<file path="src/rtl/wide_alu_seq.sv">
// rtl/wide_alu_seq.sv - 64-bit operation sequencer over a shared 32-bit ALU, one half per cycle.
// Low word in LO, high word with chained carry in HI, merged NZCV written on HI->DONE.
module wide_alu_seq #(
  parameter logic [3:0] STATUS_RST = 4'b0000
) (
  input  logic        clk,
  input  logic        rst,
  input  logic        start,
  input  logic [2:0]  op,
  input  logic [63:0] a,
  input  logic [63:0] b,
  input  logic        set_flags,
  output logic        busy,
  output logic        done,
  output logic [63:0] result,
  output logic [3:0]  status_reg,
  output logic [31:0] alu_in1,
  output logic [31:0] alu_in2,
  output logic        alu_c_in,
  output logic [3:0]  alu_exe_cmd,
  input  logic [31:0] alu_result,
  input  logic [3:0]  alu_status
);

  localparam logic [2:0] OP_ADD = 3'b000;
  localparam logic [2:0] OP_SUB = 3'b001;
  localparam logic [2:0] OP_AND = 3'b010;
  localparam logic [2:0] OP_ORR = 3'b011;
  localparam logic [2:0] OP_EOR = 3'b100;
  localparam logic [2:0] OP_MOV = 3'b101;
  localparam logic [2:0] OP_MVN = 3'b110;
  localparam logic [2:0] OP_ADC = 3'b111;

  localparam logic [3:0] CMD_NOP = 4'b0000;
  localparam logic [3:0] CMD_MOV = 4'b0001;
  localparam logic [3:0] CMD_ADD = 4'b0010;
  localparam logic [3:0] CMD_ADC = 4'b0011;
  localparam logic [3:0] CMD_SUB = 4'b0100;
  localparam logic [3:0] CMD_SBC = 4'b0101;
  localparam logic [3:0] CMD_AND = 4'b0110;
  localparam logic [3:0] CMD_ORR = 4'b0111;
  localparam logic [3:0] CMD_EOR = 4'b1000;
  localparam logic [3:0] CMD_MVN = 4'b1001;

  typedef enum logic [1:0] {
    IDLE = 2'd0,
    LO   = 2'd1,
    HI   = 2'd2,
    DONE = 2'd3
  } state_t;

  state_t      state, state_next;
  logic [2:0]  op_q;
  logic [63:0] a_q;
  logic [63:0] b_q;
  logic        sf_q;
  logic [31:0] res_lo;
  logic        carry_lo;
  logic        z_lo;
  logic        is_arith;

  function automatic logic [3:0] lo_cmd(input logic [2:0] o);
    case (o)
      OP_ADD:  lo_cmd = CMD_ADD;
      OP_SUB:  lo_cmd = CMD_SUB;
      OP_AND:  lo_cmd = CMD_AND;
      OP_ORR:  lo_cmd = CMD_ORR;
      OP_EOR:  lo_cmd = CMD_EOR;
      OP_MOV:  lo_cmd = CMD_MOV;
      OP_MVN:  lo_cmd = CMD_MVN;
      default: lo_cmd = CMD_ADC;
    endcase
  endfunction

  assign is_arith = (op_q == OP_ADD) || (op_q == OP_SUB) || (op_q == OP_ADC);
  assign busy     = (state != IDLE);
  assign done     = (state == DONE);

  always_ff @(posedge clk) begin
    if (rst) begin
      state      <= IDLE;
      op_q       <= 3'b000;
      a_q        <= 64'd0;
      b_q        <= 64'd0;
      sf_q       <= 1'b0;
      res_lo     <= 32'd0;
      carry_lo   <= 1'b0;
      z_lo       <= 1'b0;
      result     <= 64'd0;
      status_reg <= STATUS_RST;
    end else begin
      state <= state_next;
      case (state)
        IDLE: begin
          if (start) begin
            op_q <= op;
            a_q  <= a;
            b_q  <= b;
            sf_q <= set_flags;
          end
        end
        LO: begin
          res_lo   <= alu_result;
          carry_lo <= alu_status[1];
          z_lo     <= alu_status[2];
        end
        HI: begin
          result <= {alu_result, res_lo};
          // Logical ops leave C and V as they were; only arithmetic ops own them.
          if (sf_q) begin
            status_reg <= {alu_result[31],
                           z_lo && (alu_result == 32'd0),
                           is_arith ? alu_status[1] : status_reg[1],
                           is_arith ? alu_status[0] : status_reg[0]};
          end
        end
        default: ;
      endcase
    end
  end

  always_comb begin
    state_next  = state;
    alu_in1     = 32'd0;
    alu_in2     = 32'd0;
    alu_c_in    = 1'b0;
    alu_exe_cmd = CMD_NOP;
    case (state)
      IDLE: if (start) state_next = LO;
      LO: begin
        state_next  = HI;
        alu_in1     = a_q[31:0];
        alu_in2     = b_q[31:0];
        alu_exe_cmd = lo_cmd(op_q);
        alu_c_in    = (op_q == OP_ADC) ? status_reg[1] : 1'b0;
      end
      HI: begin
        state_next = DONE;
        alu_in1    = a_q[63:32];
        alu_in2    = b_q[63:32];
        alu_c_in   = carry_lo;
        case (op_q)
          OP_ADD, OP_ADC: alu_exe_cmd = CMD_ADC;
          OP_SUB:         alu_exe_cmd = CMD_SBC;
          default:        alu_exe_cmd = lo_cmd(op_q);
        endcase
      end
      default: state_next = IDLE;
    endcase
  end

endmodule

</file>
<file path="config.mk">
export PLATFORM = sky130hd
export DESIGN_NAME = wide_alu_seq
export DESIGN_NICKNAME = d
export VERILOG_FILES = /design/src/rtl/wide_alu_seq.sv
export SDC_FILE = /design/constraint.sdc
export NUM_CORES = 1
export LEC_CHECK = 0
export ABC_AREA = 1
export CAP_MARGIN = 20
export CORE_MARGIN = 2
export CORE_UTILIZATION = 46
export CTS_CLUSTER_SIZE = 40
export DETAILED_ROUTE_END_ITERATION = 7
export HOLD_SLACK_MARGIN = 0.15
export PLACE_DENSITY = 0.87
export SLEW_MARGIN = 5
export SYNTH_ARGS = -nofsm -noshare
export SYNTH_HDL_FRONTEND = slang
export SYNTH_SLANG_ARGS = --single-unit
export TNS_END_PERCENT = 5
</file>
<file path="constraint.sdc">
create_clock -name clk -period 1.93 [get_ports clk]
set_clock_uncertainty 0.2 [all_clocks]
set_input_delay 0.2895 -clock clk [delete_from_list [all_inputs] [get_ports clk]]
set_output_delay 0.2895 -clock clk [all_outputs]
set_load 0.02 [all_outputs]
</file>
==> results.txt <==
- Count of buffer and inverter cells on the critical path: 5
- Filler instances: 1629
* Seq/Total Area, Yosys: 0.507
* Fin Setup TNS: -37.01 ns
- Area after detailed placement: 12800 µm²
- Global route overflow: 0
- Arrival time of the worst setup path: 1.85 ns
- Across every metal layer, demand over resource in global routing totals 0.272.
- Final Wtd Congestion: 0.906
- In this run the worst hold path is classified as in2reg.
- Post-detailed-route DRC marker count: 0
* Multi-input logic area: 4270 µm²
- The total count of max-transition violations in the final report was 0.
- Subtracting the final worst setup slack from the clock period gives 2.34 ns.
- After clock tree synthesis, the clock-pin slew on the worst setup and hold paths is 0.06 ns.
- The final reports fail on negative setup slack.
- Via count: 9874
- Count of buffers from port buffering: 308
* #FFs+latches synth: 236
* CP Data Required Time: 1.44 ns
- Critical Path End Type: output pin
- At the later pin of the worst-skew pair, clock insertion delay measures 0.51 ns.
- Root Buffer: sky130_fd_sc_hd__clkbuf_16
* Maximum vdd ir drop: 0.909 mV
- Largest net degree at the start of global routing: 65
- Summing all flip-flop and latch instances after layout gives 4730 µm².
* RSZ-0062 raised after global routing: true
* Die area: 21400 µm²
* Half-perimeter wire length after placement: 20700 µm
- Share of final-layout standard cells stronger than drive strength 1: 0.147
* Number of global-route vias before repair: 9518
- After the last flow step, the layout net total stands at 1771.
- The first global-routing pass estimated 48100 µm of wire.
- Setup violations remaining at the end of the flow were counted as 135.
- Number of cell rows: 52
- Synthesis warning total: 0
- Horizontal die dimension: 146 µm
* Proportion of register bits with asynchronous set or reset after synthesis: 0
- Crit start category: flop
- Commonest cells after routing, fill and taps aside: 471 x sky130_fd_sc_hd__nor2_1, 234 x sky130_fd_sc_hd__dfxtp_1, 204 x sky130_fd_sc_hd__o21ai_0
* Cells after Synth: 1290
- Die Y-Extent: 146 µm
* Measured slew at the worst slew-check pin: 0.367 ns
* H-tree depth reported by CTS: 1
- Iteration-0 DRC count of the detailed router: 694
* Number of primary I/O pins: 310
- Initial Util: 0.465
- Post-DR wirelength/cell: 16.8 µm
* Worst Setup Slack post-DPL: -0.463 ns
* Achievable frequency: 0.427 GHz
- Final hold viol count: 0
- The number of antenna violations at the first check in global routing was 1.
- Pwr per Cell Area: 1580 nW/µm²
- Setup slack on the critical path of the routed design comes to -0.412 ns.
- The worst setup path is of the reg2out kind.
- Flip-flop cell with the highest count after synthesis: sky130_fd_sc_hd__dfxtp_1
- The routed design has 31700 µm of wire.
- Traced cell by cell, the critical path runs through inv_2 > buf_6 > ha_4 > buf_6 > buf_16 > nand2_1 > a21oi_1 > buf_4.
- In the routed layout, each cell is associated on average with a via count of 5.24.
* Run status: complete, but fails checks
- Number of antenna-violating nets in the routed design: 0
* Fraction of the cycle the final worst path needs: 1.21
- Yosys mapped a number of flops with a built-in enable equal to 0.
* Area Growth Syn to Fin: 48.4%
* Buffers from clock root to sink, at most: 3
- The largest single stage delay on the critical path is 0.32 ns.
* Number of unique standard cell types used by synthesis: 21
- A synthesized cell averages 7.23 µm².
- Leaving out fill and tap cells, the most frequent cell in the layout is sky130_fd_sc_hd__nor2_1.
- CP max-delay cell: sky130_fd_sc_hd__dfxtp_2
- The largest registers in the layout are a_q x64, b_q x64, result x64.
* Critical-path maximum fanout: 7
* Worst rel slew slack: 0.755
* Cell with the most instances on the worst path: sky130_fd_sc_hd__buf_6
* Static leakage: 5.89 nW
- In this run the cell area of the synthesized design comes to 9320 µm².
- Cell family contributing the most delay on the critical path: buffers and inverters
- Fin area: 13800 µm²
- TritonCTS buffer count: 25
- TritonCTS built the clock tree.
* Max-cap violations: 0
- Pre-antenna DRT Iters: 5
* Placeable core region: 20000 µm²
* Number of sinks driven by the clock tree: 236
* Net count after synthesis: 1465
-- synthesized netlist by cell type (3+ instances only) --
cell type / number / area, µm²
sky130_fd_sc_hd__nand2_1: 147 / 552
sky130_fd_sc_hd__dfxtp_1: 236 / 4720
sky130_fd_sc_hd__nor2_1: 473 / 1780
sky130_fd_sc_hd__a21oi_1: 78 / 390
sky130_fd_sc_hd__buf_6: 13 / 146
sky130_fd_sc_hd__buf_1: 5 / 18.8
sky130_fd_sc_hd__inv_1: 11 / 41.3
sky130_fd_sc_hd__clkbuf_1: 24 / 90.1
sky130_fd_sc_hd__ha_1: 4 / 50.1
sky130_fd_sc_hd__buf_2: 38 / 190
sky130_fd_sc_hd__o21ai_0: 225 / 1130
sky130_fd_sc_hd__clkbuf_2: 4 / 20.0
sky130_fd_sc_hd__inv_2: 4 / 15.0
sky130_fd_sc_hd__buf_4: 10 / 75.1
sky130_fd_sc_hd__o21ai_1: 10 / 50.1
sky130_fd_sc_hd__nand4_1: 3 / 18.8
-- report_power, final --
group / internal, mW / switching, mW
logic: 3.96 / 6.10
registers: 6.53 / 0.847
clock network: 2.55 / 1.90
total: 13.0 / 8.85
-- path summary, 6_finish.rpt --
| check | startpoint | to | slack [ns] | cells after the start |
|---|---|---|---|---|
| max | state[0] | alu_in2[25] | -0.41 | 8 |
| min | a[17] | a_q[17] | 0.20 | 3 |
| max reg2reg | state[0] | result[46] | -0.24 | 12 |
| min reg2reg | status_reg[0] | status_reg[0] | 0.24 | 2 |
-- cells by family (layout without fill, tap and decap cells) --
family / Yosys count / after routing / share of synthesized area
and+or+nand+nor: 626 / 626 / 0.253
AOI/OAI and AO/OA: 314 / 314 / 0.169
other: 0 / 1 / 0
buffers and inverters: 110 / 433 / 0.0656
DFF: 236 / 236 / 0.507
adders and majority gates: 4 / 4 / 0.00537
-- through the flow --
stage / utilization / hold slack (ns) / cells / power, mW
2_1_floorplan: - / 0.159 / 1290 / 12.7
3_3_place_gp: 0.637 / 0.233 / 1823 / 16.3
3_5_place_dp: 0.637 / 0.238 / 1823 / 16.5
4_1_cts: 0.673 / 0.171 / 1873 / 21.1
5_1_grt: 0.691 / 0.194 / 1884 / 23.2
6_report: 0.691 / 0.197 / 1884 / 21.9
-- per-layer routing --
layer	track usage	vias up	wire [µm]
li1	-	4753	-
met1	0.340	4565	12800
met2	0.448	445	15000
met3	0.0506	111	2370
met4	0.145	0	1580
met5	0	-	0
-- repair_timing --
action,CTS,global route
hold endpoints to repair,0,0
pin swaps,10,38
hold buffers,0,0
setup endpoints to repair,203,137
setup buffers,4,6
cloned,2,4
gates resized for setup,456,79
-- tightest hold or removal path: stages --
cell	delay (ns)
sky130_fd_sc_hd__clkdlybuf4s50_1	0.41
sky130_fd_sc_hd__o21ai_1	0.13
sky130_fd_sc_hd__nor2_1	0.04
-- layout make-up --
class | count | share of cell area
multi-input cells | 944 | 0.309
well taps | 270 | 0.0244
clock inverters | 5 | 0.00226
flip-flops and latches | 236 | 0.342
diodes | 1 | 0.000181
repair buffers | 374 | 0.266
inverters | 15 | 0.00479
clock buffers | 39 | 0.0519
Power figures use the tool's default switching activity.
==> RTL edit 1 (same settings) <==
Re-encode `state_t` (4 states) as one-hot, 4 bits wide.
--- a/src/rtl/wide_alu_seq.sv
+++ b/src/rtl/wide_alu_seq.sv
@@ -42,11 +42,11 @@
   localparam logic [3:0] CMD_EOR = 4'b1000;
   localparam logic [3:0] CMD_MVN = 4'b1001;
 
-  typedef enum logic [1:0] {
-    IDLE = 2'd0,
-    LO   = 2'd1,
-    HI   = 2'd2,
-    DONE = 2'd3
+  typedef enum logic [3:0] {
+    IDLE = 4'b0001,
+    LO   = 4'b0010,
+    HI   = 4'b0100,
+    DONE = 4'b1000
   } state_t;
 
   state_t      state, state_next;
Function: same outputs for any inputs over 4 cycles, from zero or initial values and one cycle with rst high; so few cycles prove little.
==> RTL edit 1 against the unedited design <==
  * The run still ends with negative setup slack left
  * Synthesized area fell by 3.7%
  * Core utilization fell by 0.62 points
  * Sequential cell count rose by 2
  * Synthesized cell count fell by 10%
  * Critical path depth fell by 3
  * Worst setup slack improved by 110 ps
  * Hold slack got worse by 25 ps
  * Routed wire length fell by 13%
  * Cell area fell by 4.4%
  * Critical path type unchanged
Power is not compared: it rests on default switching activity, and its combinational part moved more than twofold at a synthesized area within 25%.
==> RTL edit 1: results (changes against the unedited design) <==
| Metric | Value |
|---|---|
| End point of the critical path | `alu_in2[15] (was alu_in2[25])` |
| Post-CTS setup buffers | `0 (was 4)` |
| End of the worst register-to-register path | `status_reg[1] (was result[46])` |
| Vias in the first global route | `8216 (was 9518)` |
| All-Layer GR Usage | `0.248 (was 0.272)` |
| Worst-Skew Late Latency | `520 ps` |
| Final #Nets | `1609 (was 1771)` |
| Dpl ws | `-324 ps (was -463 ps)` |
| H-tree Lvls | `1 (unchanged)` |
| WL met2 | `13500 um (was 15000 um)` |
| Critical Path Slowest Stage Cell | `dfxtp_4 (was dfxtp_2)` |
| Sum of negative setup slack | `-15700 ps (was -37010 ps)` |
| Gpl congestion | `0.827 (was 0.906)` |
| Met1 WL | `10700 um (was 12800 um)` |
| Syn avg cell area | `7.75 um2 (was 7.23 um2)` |
| Failing checks | `negative setup slack (unchanged)` |
| Syn Nets | `1330 (was 1465)` |
| Slew headroom | `0.628 (was 0.755)` |
| CP arrival | `1740 ps (was 1850 ps)` |
| # placed instances | `1675 (was 1823)` |
| Vias | `8923 (was 9874)` |
| Largest net degree at the start of global routing | `87 (was 65)` |
| Top post-synthesis cells by count | `238 x dfxtp_1, 223 x nor2_1, 188 x o21ai_0, 137 x a21oi_1, 137 x inv_1 (was 473 x nor2_1, 236 x dfxtp_1, 225 x o21ai_0, 147 x nand2_1, 78 x a21oi_1)` |
| Most area-hungry cell type in the Yosys netlist | `dfxtp_1 (unchanged)` |
| Layout cells sized above 1 | `0.130 (was 0.147)` |
| DR WL/cell | `16.1 um (was 16.8 um)` |
| Async set-reset flop share out of synthesis | `0 (unchanged)` |
| Max clock buf depth | `3 (unchanged)` |
| CP max FO | `42 (was 7)` |
| RR Startpoint | `state[1] (was state[0])` |
| Status | `complete, but fails checks (unchanged)` |
| Post-synthesis sequential area ratio | `0.530 (was 0.507)` |
| CP delay by family, top | `buffers and inverters (unchanged)` |
| Critical Path Max Stage Delay | `360 ps (was 320 ps)` |
| Fillcell total | `1534 (was 1629)` |
| Non-Filler Instances | `1719 (was 1884)` |
| Placed cell area | `12400 um2 (was 12800 um2)` |
| Final setup margin | `-301 ps (was -412 ps)` |
| Area contributors post-synth | `dfxtp_1 53%, o21ai_0 10%, nor2_1 9.3% (was dfxtp_1 51%, nor2_1 19%, o21ai_0 12%)` |
| Hold crit path type | `in -> reg (unchanged)` |
| Starting DRC count in detailed routing | `509 (was 694)` |
| Met3 wire len | `2370 um (about the same)` |
| Crit path from | `state[2] (was state[0])` |
| Setup violators final | `70 (was 135)` |
| Antenna fix cells | `0 (was 1)` |
| FF-to-FF setup slack | `120 ps (was -240 ps)` |
| R2R depth | `8 (was 12)` |
| First-pass GRT wire length | `41200 um (was 48100 um)` |
| Unique masters post-synth | `23 (was 21)` |
| HPWL Detailed | `18800 um (was 20700 um)` |
| Initial antenna violation count | `0 (was 1)` |
-- RTL edit 1: layout make-up --
class | instances | area (um2) | area share
inverter | 141 | 534 | 0.0404
clock inverter | 11 | 188 | 0.0142
clock buffer | 32 | 662 | 0.0500
timing repair buffer | 341 | 3240 | 0.245
tap | 265 | 332 | 0.0251
sequential | 238 | 4770 | 0.361
multi-input combinational | 691 | 3500 | 0.265
-- RTL edit 1: repair_timing --
action,in CTS,in global routing
endpoints found under the setup margin,143,73
hold buffers,1,0
hold endpoints to repair,1,0
resized for setup,425,54
pin swaps,2,0
-- RTL edit 1: worst min-delay path by stage --
stage                         end     from  cells after the start  slack [ps]
CTS                       a_q[56]    a[56]                      3         160
global route              a_q[18]    a[18]                      3         190
global placement          b_q[24]  b_q[24]                      2         240
finish                    a_q[33]    a[33]                      3         170
floorplan           status_reg[2]      rst                      1         160
detailed placement        b_q[36]  b_q[36]                      2         240
-- RTL edit 1: kinds of logic (layout without fill, tap and decap cells) --
| group | Yosys count | after routing | share of synthesized area |
|---|---|---|---|
| compound gates | 441 | 441 | 0.256 |
| buf+inv | 230 | 525 | 0.106 |
| flops | 238 | 238 | 0.530 |
| simple gates | 250 | 250 | 0.108 |
-- RTL edit 1: metal layers --
layer / GRT usage / up-vias
met5: 0 / -
met4: 0.104 / 0
met3: 0.0566 / 79
met2: 0.427 / 407
met1: 0.298 / 4072
li1: - / 4365
-- RTL edit 1: power breakdown --
group | switching [mW] | internal (mW)
Sequential | 0.109 | 5.26
Clock | 1.92 | 3.08
Combinational | 0.875 | 0.692
Total | 2.91 | 9.04
-- RTL edit 1: tightest hold or removal path, stage by stage --
cell,delay (ps)
clkdlybuf4s50_1,390
o21ai_1,120
a21oi_1,40
==> RTL edit 2 (same settings) <==
Without the edit above. Put a register stage on the output `alu_c_in`, cleared by the reset. The value now appears one clock later. The other outputs are not delayed to match.
--- a/src/rtl/wide_alu_seq.sv
+++ b/src/rtl/wide_alu_seq.sv
@@ -48,6 +48,8 @@
     HI   = 2'd2,
     DONE = 2'd3
   } state_t;
+
+  logic alu_c_in_d;
 
   state_t      state, state_next;
   logic [2:0]  op_q;
@@ -123,7 +125,7 @@
     state_next  = state;
     alu_in1     = 32'd0;
     alu_in2     = 32'd0;
-    alu_c_in    = 1'b0;
+    alu_c_in_d  = 1'b0;
     alu_exe_cmd = CMD_NOP;
     case (state)
       IDLE: if (start) state_next = LO;
@@ -132,13 +134,13 @@
         alu_in1     = a_q[31:0];
         alu_in2     = b_q[31:0];
         alu_exe_cmd = lo_cmd(op_q);
-        alu_c_in    = (op_q == OP_ADC) ? status_reg[1] : 1'b0;
+        alu_c_in_d  = (op_q == OP_ADC) ? status_reg[1] : 1'b0;
       end
       HI: begin
         state_next = DONE;
         alu_in1    = a_q[63:32];
         alu_in2    = b_q[63:32];
-        alu_c_in   = carry_lo;
+        alu_c_in_d = carry_lo;
         case (op_q)
           OP_ADD, OP_ADC: alu_exe_cmd = CMD_ADC;
           OP_SUB:         alu_exe_cmd = CMD_SBC;
@@ -149,5 +151,13 @@
     endcase
   end
 
+  always_ff @(posedge clk) begin
+    if (rst) begin
+      alu_c_in <= '0;
+    end else begin
+      alu_c_in <= alu_c_in_d;
+    end
+  end
+
 endmodule
 
Formal check against the unedited RTL: not equivalent (Yosys sat finds a counterexample within 4 cycles, from zero or initial values and one cycle with rst high).
==> RTL edit 2 against the unedited design <==
  * The flow still finishes with violations (negative setup slack)
  * Routed wire length increased by 7.6%
  * Via count increased by 4.9%
  * Power increased by 5.4%
  * Core utilization increased by 3.1 points
  * Count of clock-buffer cells in the layout decreased by 3
  * Combinational power increased by 8%
  * Sequential power increased by 2%
  * Cell area increased by 2.5%
  * Worst setup slack got worse by 66 ps
  * Synthesized area decreased by 0.38%
  * Global-route usage increased by 2.5 points
  * Sequential cell count increased by 1
  * Sequential share of layout area decreased by 0.69 points
==> RTL edit 2: results (changes against the unedited design) <==
| Metric | Value |
|---|---|
| Main synth FF type | `dfxtp_1 (unchanged)` |
| Failing checks | `negative setup slack (unchanged)` |
| Pleak | `6.09 nW (was 5.89 nW)` |
| Post-synthesis sequential area ratio | `0.511 (was 0.507)` |
| Compound-Gate Fraction of Synth Area | `0.172 (was 0.169)` |
| Syn avg cell area | `7.20 um2 (was 7.23 um2)` |
| TritonCTS Buffers | `24 (was 25)` |
| # placed instances | `1818 (was 1823)` |
| CP arrival | `1920 ps (was 1850 ps)` |
| DR WL/cell | `18.1 um (was 16.8 um)` |
| Worst VDD drop | `0.000942 V (was 0.000909 V)` |
| Via density | `5.49 (was 5.24)` |
| Post-Synth Adder-Cell Area | `0.00539 (was 0.00537)` |
| HPWL Detailed | `21100 um (was 20700 um)` |
| First-pass GRT wire length | `51600 um (was 48100 um)` |
| Setup violators final | `69 (was 135)` |
| Top-count cell post-synth | `nor2_1 (unchanged)` |
| Layout cells sized above 1 | `0.173 (was 0.147)` |
| Hold crit path type | `in -> reg (unchanged)` |
| Gpl congestion | `0.912 (was 0.906)` |
| Vias in the first global route | `9919 (was 9518)` |
| Vias | `10354 (was 9874)` |
| Area contributors post-synth | `dfxtp_1 51%, nor2_1 19%, o21ai_0 12% (unchanged)` |
| Top post-synthesis cells by count | `461 x nor2_1, 237 x dfxtp_1, 223 x o21ai_0, 150 x nand2_1, 82 x a21oi_1 (was 473 x nor2_1, 236 x dfxtp_1, 225 x o21ai_0, 147 x nand2_1, 78 x a21oi_1)` |
| Starting DRC count in detailed routing | `709 (was 694)` |
| Unique masters post-synth | `20 (was 21)` |
| Sum of negative setup slack | `-27030 ps (was -37010 ps)` |
| Final setup margin | `-478 ps (was -412 ps)` |
| Slew @ Worst Pin | `426 ps (was 367 ps)` |
| CP max FO | `18 (was 7)` |
| Syn Nets | `1466 (was 1465)` |
| Fillcell total | `1454 (was 1629)` |
| All-Layer GR Usage | `0.297 (was 0.272)` |
| Largest net degree at the start of global routing | `76 (was 65)` |
| Status | `complete, but fails checks (unchanged)` |
-- RTL edit 2: cells by family after synthesis --
logic type	count (synthesis)
AO/OA/AOI/OAI	317
adder cells (fa/ha/maj)	4
flip-flops	237
buffers and inverters	111
AND/OR/NAND/NOR	622
-- RTL edit 2: where the power goes --
part | leakage, nW | switching (mW) | internal [mW] | total, mW
registers | 1.95 | 0.967 | 6.56 | 7.52
logic | 3.75 | 6.50 | 4.42 | 10.9
clock network | 0.391 | 1.91 | 2.72 | 4.63
total | 6.09 | 9.37 | 13.7 | 23.1
-- RTL edit 2: repair_timing --
action | in CTS | in global routing
pin swaps | 36 | 26
setup buffers | 13 | 3
gates cloned | 7 | 2
setup endpoints to repair | 196 | 148
gates resized for setup | 492 | 74
-- RTL edit 2: critical path, stage by stage (launching register included) --
cell     delay [ps]
dfxtp_2         330
inv_2           120
ha_4            230
buf_12          130
buf_16          150
nand2_1          80
a21oi_1         190
buf_4           170
-- RTL edit 2: layout make-up --
class / instances / area, um2 / area share
clock buffers: 36 / 727 / 0.0512
multi-input cells: 943 / 4380 / 0.308
flip-flops and latches: 237 / 4750 / 0.335
repair buffers: 383 / 3880 / 0.274
clock inverters: 6 / 55.1 / 0.00388
inverters: 15 / 65.1 / 0.00459
diodes: 1 / 2.50 / 0.000176
well taps: 265 / 332 / 0.0234
-- RTL edit 2: path summary, 6_finish.rpt --
path                      start       endpoint  slack [ps]  depth (start not counted)
setup reg to reg       state[0]       state[0]         -10                          8
hold reg to reg   status_reg[2]  status_reg[2]         260                          2
setup / recovery       state[0]    alu_in2[22]        -480                          7
hold / removal    alu_status[0]  status_reg[0]         170                          3
-- RTL edit 2: stage by stage --
step | power [mW] | area, um2 | setup WS (ps) | hold slack [ps]
after global routing | 24.2 | 14200 | -547 | 161
after floorplan | 12.6 | 9300 | -13.8 | 224
final | 23.1 | 14200 | -478 | 175
after CTS | 22.2 | 13900 | -434 | 157
after detailed placement | 16.4 | 12800 | -425 | 262
after global placement | 16.1 | 12800 | -381 | 254
-- RTL edit 2: layer usage --
layer	GRT usage	part of all wire	vias to the layer above
met5	0	0	-
met1	0.345	0.37	4834
li1	-	-	4763
met3	0.0716	0.099	131
met4	0.134	0.047	0
met2	0.518	0.49	626
